===== src/rtl/joystick_conditioner.sv =====
// Joystick front end: IIR smoothing, centre calibration, deadzone and saturating scale per axis,
// plus debounced buttons. Optional macro JOY_AXIS_INVERT_EN adds per-axis output inversion.
module joystick_conditioner #(
  parameter int N_AXES    = 4,
  parameter int ADC_W     = 12,
  parameter int OUT_W     = 11,
  parameter int OUT_MID   = 320,
  parameter int SCALE_NUM = 5,
  parameter int SCALE_SH  = 5,
  parameter int DEADZONE  = 64,
  parameter int FILT_SH   = 2,
  parameter int N_BTN     = 4,
  parameter int DB_CYCLES = 100000,
  parameter int CNT_W     = 2,
  localparam int CH_W     = (N_AXES > 1) ? $clog2(N_AXES) : 1
) (
  input  logic                      clk,
  input  logic                      reset,
  input  logic                      s_valid,
  input  logic [CH_W-1:0]           s_ch,
  input  logic [ADC_W-1:0]          s_data,
  input  logic                      cal_req,
  output logic                      cal_done,
  output logic [N_AXES*OUT_W-1:0]   axis_pos,
  output logic [N_AXES-1:0]         axis_upd,
`ifdef JOY_AXIS_INVERT_EN
  input  logic [N_AXES-1:0]         axis_inv,
`endif
  input  logic [N_BTN-1:0]          btn_in,
  output logic [N_BTN-1:0]          btn_level,
  output logic [N_BTN-1:0]          btn_press,
  output logic [N_BTN*CNT_W-1:0]    btn_cnt
);
  localparam int FW  = ADC_W + 1;
  localparam int PW  = ADC_W + 40;
  localparam int DBW = $clog2(DB_CYCLES + 1);
  localparam logic signed [FW-1:0] DZ_P = FW'(DEADZONE);
  localparam logic signed [FW-1:0] DZ_N = FW'(-DEADZONE);
  localparam logic signed [PW-1:0] VMAX = PW'((1 << OUT_W) - 1);

  typedef enum logic {RUN, CAL} state_e;

  function automatic logic [ADC_W-1:0] filt_step(input logic [ADC_W-1:0] f,
                                                 input logic [ADC_W-1:0] s);
    logic signed [FW-1:0] diff;
    diff = $signed({1'b0, s}) - $signed({1'b0, f});
    diff = diff >>> FILT_SH;
    return ADC_W'($signed({1'b0, f}) + diff);
  endfunction

  function automatic logic signed [FW-1:0] deadzone(input logic signed [FW-1:0] d);
    return (d <= DZ_P && d >= DZ_N) ? '0 : d;
  endfunction

  function automatic logic [OUT_W-1:0] sat_out(input logic signed [FW-1:0] d);
    logic signed [PW-1:0] v;
    v = PW'(OUT_MID) + ((PW'(d) * PW'(SCALE_NUM)) >>> SCALE_SH);
    if (v[PW-1])   return '0;
    if (v > VMAX)  return '1;
    return v[OUT_W-1:0];
  endfunction

  state_e                   state_q, state_d;
  logic [N_AXES-1:0]        seen_q, seen_d, primed_q;
  logic                     cal_done_q, cal_done_d;
  logic [ADC_W-1:0]         filt_q   [N_AXES];
  logic [ADC_W-1:0]         centre_q [N_AXES];
  logic                     ch_ok, run_acc, cal_acc;
  logic [ADC_W-1:0]         filt_new;

  if ((1 << CH_W) == N_AXES) begin : g_full_ch
    assign ch_ok = 1'b1;
  end else begin : g_part_ch
    assign ch_ok = (s_ch < CH_W'(N_AXES));
  end

  assign run_acc  = s_valid && ch_ok && (state_q == RUN);
  assign cal_acc  = s_valid && ch_ok && (state_q == CAL) && !seen_q[s_ch];
  assign filt_new = primed_q[s_ch] ? filt_step(filt_q[s_ch], s_data) : s_data;

  always_comb begin
    state_d    = state_q;
    seen_d     = seen_q;
    cal_done_d = 1'b0;
    case (state_q)
      RUN: if (cal_req) state_d = CAL;
      CAL: begin
        if (cal_acc) seen_d[s_ch] = 1'b1;
        if (&seen_d) begin
          cal_done_d = 1'b1;
          seen_d     = '0;
          state_d    = RUN;
        end
      end
      default: state_d = RUN;
    endcase
  end

  always_ff @(posedge clk) begin
    if (reset) begin
      state_q    <= RUN;
      seen_q     <= '0;
      cal_done_q <= 1'b0;
      primed_q   <= '0;
      for (int k = 0; k < N_AXES; k++) centre_q[k] <= {1'b1, {(ADC_W-1){1'b0}}};
    end else begin
      state_q    <= state_d;
      seen_q     <= seen_d;
      cal_done_q <= cal_done_d;
      if (run_acc || cal_acc) primed_q[s_ch] <= 1'b1;
      if (cal_acc) centre_q[s_ch] <= s_data;
    end
  end

  always_ff @(posedge clk) begin
    if (run_acc)      filt_q[s_ch] <= filt_new;
    else if (cal_acc) filt_q[s_ch] <= s_data;
  end

  // Stage 1: filtered sample
  logic                     vld_p0, vld_p1;
  logic [ADC_W-1:0]         filt_p0;
  logic [CH_W-1:0]          ch_p0, ch_p1;
  logic signed [FW-1:0]     d_p1;

  always_ff @(posedge clk) begin
    if (reset) vld_p0 <= 1'b0;
    else       vld_p0 <= run_acc;
    filt_p0 <= filt_new;
    ch_p0   <= s_ch;
  end

  // Stage 2: centre subtraction and deadzone
  always_ff @(posedge clk) begin
    if (reset) vld_p1 <= 1'b0;
    else       vld_p1 <= vld_p0;
    d_p1  <= deadzone($signed({1'b0, filt_p0}) - $signed({1'b0, centre_q[ch_p0]}));
    ch_p1 <= ch_p0;
  end

  // Stage 3: scale, saturate, optional inversion
  logic [OUT_W-1:0]         pos_p2;
  logic [N_AXES*OUT_W-1:0]  axis_pos_q;
  logic [N_AXES-1:0]        axis_upd_q;

  always_comb begin
    pos_p2 = sat_out(d_p1);
`ifdef JOY_AXIS_INVERT_EN
    if (axis_inv[ch_p1]) pos_p2 = ~pos_p2;
`endif
  end

  always_ff @(posedge clk) begin
    if (reset) begin
      axis_pos_q <= {N_AXES{OUT_W'(OUT_MID)}};
      axis_upd_q <= '0;
    end else begin
      axis_upd_q <= vld_p1 ? (N_AXES'(1) << ch_p1) : '0;
      if (vld_p1) axis_pos_q[ch_p1*OUT_W +: OUT_W] <= pos_p2;
    end
  end

  assign axis_pos = axis_pos_q;
  assign axis_upd = axis_upd_q;
  assign cal_done = cal_done_q;

  logic [N_BTN-1:0]         sync1_q, sync2_q, level_q, level_dly_q, press_q;
  logic [DBW-1:0]           db_q [N_BTN];
  logic [N_BTN*CNT_W-1:0]   cnt_q;

  always_ff @(posedge clk) begin
    if (reset) begin
      sync1_q     <= '0;
      sync2_q     <= '0;
      level_q     <= '0;
      level_dly_q <= '0;
      press_q     <= '0;
      cnt_q       <= '0;
      for (int b = 0; b < N_BTN; b++) db_q[b] <= '0;
    end else begin
      sync1_q     <= btn_in;
      sync2_q     <= sync1_q;
      level_dly_q <= level_q;
      press_q     <= level_q & ~level_dly_q;
      for (int b = 0; b < N_BTN; b++) begin
        // any agreement restarts the stability count
        if (sync2_q[b] == level_q[b]) begin
          db_q[b] <= '0;
        end else if (db_q[b] == DBW'(DB_CYCLES - 1)) begin
          db_q[b]    <= '0;
          level_q[b] <= sync2_q[b];
        end else begin
          db_q[b] <= db_q[b] + 1'b1;
        end
        cnt_q[b*CNT_W +: CNT_W] <= cnt_q[b*CNT_W +: CNT_W] + CNT_W'(press_q[b]);
      end
    end
  end

  assign btn_level = level_q;
  assign btn_press = press_q;
  assign btn_cnt   = cnt_q;

endmodule


===== config.mk =====
export PLATFORM = sky130hd
export DESIGN_NAME = joystick_conditioner
export DESIGN_NICKNAME = d
export VERILOG_FILES = /design/src/rtl/joystick_conditioner.sv
export SDC_FILE = /design/constraint.sdc
export NUM_CORES = 1
export LEC_CHECK = 0
export CAP_MARGIN = 40
export CORE_ASPECT_RATIO = 0.75
export CORE_MARGIN = 5
export CORE_UTILIZATION = 54
export DETAILED_ROUTE_END_ITERATION = 12
export PLACE_DENSITY = 0.77
export SYNTH_ARGS = -nofsm -noshare
export SYNTH_HDL_FRONTEND = slang
export SYNTH_SLANG_ARGS = --single-unit

===== constraint.sdc =====
create_clock -name clk -period 6.01 [get_ports clk]
set_input_delay 1.5025 -clock clk [delete_from_list [all_inputs] [get_ports clk]]
set_output_delay 1.5025 -clock clk [all_outputs]
set_load 0.005 [all_outputs]

; ---- Word level (Yosys, flattened, before mapping)
; Memories as Yosys holds them, arrays and structs flattened. A register that Yosys moved wholly into a read port is not among the register bits.
; Index checks and enable logic that the tools add are counted.
; W data, S select, Z words.
[word_totals]
regBits = 117
mem_bits_rw = 164
in_bits = 22
word_cells = 184
n_memories = 3
[classes]
addsub = 13
mul = 2
order_cmp = 5
n_eq_ne = 8
n_shift = 3
mux = 91
n_bitwise = 23
n_reduce_logical = 15
[mem_list]
columns = name, words, width, rd, rd_clocked_by_memory_dff, wr, line
row1 = db_q, 4, 17, 4, 0, 4, 168  ; logic [DBW-1:0] db_q [N_BTN];
row2 = centre_q, 4, 12, 1, 1, 4, 67  ; logic [ADC_W-1:0] centre_q [N_AXES];
row3 = filt_q, 4, 12, 1, 0, 1, 66  ; logic [ADC_W-1:0] filt_q [N_AXES];
[ops]
columns = cell, count
row1 = $mux W17, 12
row2 = $add A17 B1 Y17 const B, 4
row3 = $eq A17 B17 Y1 const B, 4
row4 = $mux W1, 63
row5 = $bwmux W44, 1
row6 = $mux W11, 4
row7 = $shift A11 B34 Y44 const A, 1
row8 = $shiftx A11 B34 Y44, 1
row9 = $mux W12, 3
row10 = $neg A6 Y34, 1
row11 = $sub A12 B12 Y13, 2
row12 = $mul A13 B4 Y17 const B, 1
row13 = $add A10 B12 Y13 const A, 1
row14 = $ge A13 B7 Y1 const B, 1
row15 = $gt A13 B12 Y1 const B, 1
row16 = $le A13 B8 Y1 const B, 1
row17 = $or A1 B1 Y1, 13
row18 = $add A12 B11 Y12, 1
row19 = $mux W4, 3
row20 = $reduce_or A12 Y1, 1
row21 = $add A2 B1 Y2, 4
row22 = $or A4 B4 Y4, 2
row23 = $reduce_and A2 Y1, 4
row24 = $mul A2 B4 Y6 const B, 1
row25 = other kinds (16), 30

; ---- Longest topological paths before layout
[logic_depth]
depth_word = 10
mapped_depth = 22
mapped_depth_nobuf = 19

; ---- Worst setup path after synthesis
; Ideal clock, no wire load.
[synth_path]
kind = input port to flip-flop
from = input s_ch[0]
to = memory filt_q[0][9], data pin
setup_ns = 0.266
arrival_ns = 5.983
required_ns = 5.744
path_slack_ns = -0.239
cell_stages = 22
path_buffers = 3
path_cell_list = buf_6 clkbuf_1 clkbuf_1 mux4_2 inv_1 ha_1 a21oi_1 a21boi_0 or3_1 a21o_1 and2_1 nor2_1 xnor2_1 ha_1 nor3_1 o21ai_0 a31oi_1 nor2b_1 o21ai_0 nor2b_1 xnor2_1 mux2_2
[synth_via]
elab_chain_len = 8
word_cells_on_any_way = 14
classes_between = 2 x add/sub / 9 x mux / 2 x reduce/logical / 1 x memory
[synth_rtl]
columns = element, line
row1 = "start, declared", 20  ; input logic [CH_W-1:0] s_ch,
row2 = branches (longest 7 deep; another with $sub A12 B12 Y13), --
row3 = $mux W12 (no source line) *, --
row4 = "end, declared", 66
; Mark *: on every way between the ends. The select of a mux whose other input is x is not followed.

; ---- Worst setup path in the final report
[layout_path]
from = input s_ch[0]
to = memory filt_q[3][10], data pin
; Same word-level chain as after synthesis.

==> out/qor.txt <==
Status: finished, final reports clean
# diodes: 0
Syn. warnings: 0
Mapped Area: 0.0137 mm²
Drt first pass iters: 5
Cts hold-fix bufs: 0
Met2 Use GR: 0.306
Initial antenna violation count: 0
Filler Cells Inserted: 1881
Max Clk Rate: 0.175 GHz
Post-synth top cells: 180 x nor2_1, 164 x edfxtp_1, 117 x dfxtp_1
Vias in the first global route: 9211
Cell with the most instances after synthesis: nor2_1
Worst setup EP type: flip-flop
Slew at the pin with the worst max-slew slack: 0.863 ns
Setup-failing EPs final: 0
Worst path max stage delay: 0.54 ns
Final worst path period need: 5.73 ns
Final Cell Area: 0.0162 mm²
Primary FF master, synth: edfxtp_1
DRT antenna net count: 0
Max_slew headroom: 0.422
Clk root buf: clkbuf_16
Die ar.: 0.0287 mm²
Largest cells by area after synthesis: edfxtp_1 36%, dfxtp_1 17%, ha_1 6.3%, nor2_1 4.9%, mux4_2 3.9%
Congestion Overflow GR: 0
DRT iter0 DRCs: 690
Seq pwr share: 0.373
CP Class: in -> reg
Vias per inst: 5.43
Final Slew Violations: 0
Area Growth Syn to Fin: 18.3%
Setup bufs post-CTS: 0
M1 GR Usage: 0.286
Share of the synthesized area in the top cell type: 0.360
Leak pwr: 0.00624 µW
Mean Syn Cell Area: 11.2 µm²
Worst endpoint required time: 6.28 ns
Internal cell power: 3920 µW
Core Rows: 50
Max_cap viols: 0
Fraction of registers with async set/reset: 0
Port Buffer Count: 86
GRT Util Overall: 0.194
Worst-path clk slew: 0.06 ns
CP arrival: 6.00 ns
Core region area: 0.0250 mm²
Top-Level Pins: 87
Fin. Hold Viols: 0
Fin util: 0.649
CTS tree: done
Cell area power density: 370 mW/mm²
Worst-case clock buffer depth: 3
Hold WC Path Type: reg -> reg
Total CTS buffers: 27
Layout Nets: 1500
Worst path cell trace: clkdlybuf4s50_1, buf_4, mux4_2, inv_1, ha_1, a21oi_1, a21boi_0, or3_1, a21o_1, and2_1, o21ai_0, nor2b_1, xnor2_1, ha_1, buf_4, nor3_1, nor2_1, o41ai_1, o21ai_1, xor2_1, mux2_2
Dpl cell area: 0.0153 mm²
Cell taking the most area after synthesis: edfxtp_1
DR vias: 9584
Die Wd: 194 µm
Die H: 148 µm
H-Tree Depth: 1
Count of cell types in the netlist: 81
Final period util: 0.953
Layout cell share with drive strength beyond 1: 0.109
Routed WL per cell: 16.0 µm
Number of synthesized flops with an enable pin: 164
Skew final: 0.0138 ns
Reported net switching power: 2080 µW
Number of synthesized register bits: 281
Largest net degree at the start of global routing: 44
Remaining DRCs: 0
Layer with the highest usage: met2
CTS Sinks: 281
Multi-input gate area in the final layout: 0.00633 mm²
Clk network pwr share: 0.277
DP HPWL: 20800 µm
Detailed Route WL: 28200 µm
Initial Utilization: 0.549
CP Launch Type: primary input
Placer Congestion: 0.921
Worst-path maximum fanout: 5
Synth Instances: 1227
Later-pin clock latency in the skew report: 0.54 ns
Sequential standard cell area: 0.00727 mm²
Global Route met3 Usage: 0.0319
Sw Share: 0.346
Maximum vdd drop: 0.298 mV
Worst path slowest cell: mux4_2
First-pass GRT wire length: 46700 µm
Combinational share of power: 0.350
Post-synthesis sequential area ratio: 0.531
RSZ-0062 raised after global routing: false
-- cells by family after synthesis --
logic type | count (synthesis) | share of synthesized area
compound gates | 172 | 0.0882
xor+xnor | 97 | 0.0630
fa+ha+maj | 73 | 0.0675
buf+inv | 88 | 0.0257
flops | 281 | 0.531
mux | 53 | 0.0626
other cells | 1 | 0.000274
simple gates | 462 | 0.162
-- final cells by class --
class	count	share of cell area
sequential	281	0.448
multi-input combinational	925	0.390
timing repair buffer	118	0.0689
clock buffer	32	0.0435
tap	338	0.0261
inverter	54	0.0125
clock inverter	18	0.0102
-- critical path: cells and delay by family --
family          cells  cell delay (ns)
fa+ha+maj           2             0.55
simple gates        5             0.91
buf+inv             4             0.87
xor+xnor            2             0.33
mux                 2             0.85
compound gates      6             0.98
-- timing repair --
action / 4_1_cts / 5_1_grt
hold endpoints to repair: 0 / 0
setup endpoints to repair: 0 / 12
resized for setup: 0 / 2
-- placed cells by master (no fill, tap or decap), drive strengths merged, types with 21 or more instances in the layout --
cell / instances
nor2: 180
a21oi: 37
nor2b: 30
dfxtp: 117
ha: 69
nand3: 34
xnor2: 42
xor2: 54
buf: 33
nand2: 95
inv: 56
clkbuf: 32
conb: 68
mux2: 21
clkdlybuf4s50: 85
o21ai: 51
edfxtp: 164
mux4: 24
-- metal layers --
layer	up-vias	part of all wire
li1	4715	-
met1	4573	0.48
met2	256	0.44
met3	40	0.060
met4	0	0.019
met5	-	0
-- power by group through the flow --
stage / sequential [µW] / combinational, µW / clock [µW]
2_1_floorplan: 2250 / 1560 / 0
3_3_place_gp: 2280 / 2000 / 0
3_5_place_dp: 2280 / 2050 / 0
4_1_cts: 2240 / 2070 / 1690
5_1_grt: 2250 / 2310 / 1780
6_report: 2240 / 2100 / 1660
-- state kept, by name (all words and copies together), names as in the netlist, 8 cells and up --
signal and flops:
db_q 68, filt_p0 12, btn_cnt 8, axis_pos 44
filt_q 48, d_p1 13, centre_q 48
-- path summary, 6_finish.rpt --
check | start | cells after the start | slack (ns) | end
worst max-delay path | s_ch[0] | 21 | 0.28 | filt_q[3][10]
worst min-delay path | level_dly_q[3] | 1 | 0.38 | btn_press[3]
worst max register to register | filt_q[1][3] | 19 | 1.58 | filt_q[3][10]
worst min register to register | level_dly_q[3] | 1 | 0.38 | btn_press[3]
-- through the flow --
| stage | total power (µW) | hold slack (ns) | std cells | worst slack, ns | setup TNS, ns |
|---|---|---|---|---|---|
| 3_3_place_gp | 4280 | 0.372 | 1715 | -0.0992 | -0.594 |
| 5_1_grt | 6340 | 0.397 | 1766 | 0.0361 | 0 |
| 2_1_floorplan | 3810 | 0.367 | 1294 | 0.108 | 0 |
| 4_1_cts | 6000 | 0.382 | 1766 | 0.263 | 0 |
| 3_5_place_dp | 4330 | 0.372 | 1716 | -0.268 | -3.43 |
| 6_report | 6000 | 0.381 | 1766 | 0.284 | 0 |
(Power assumes the default switching activity.)
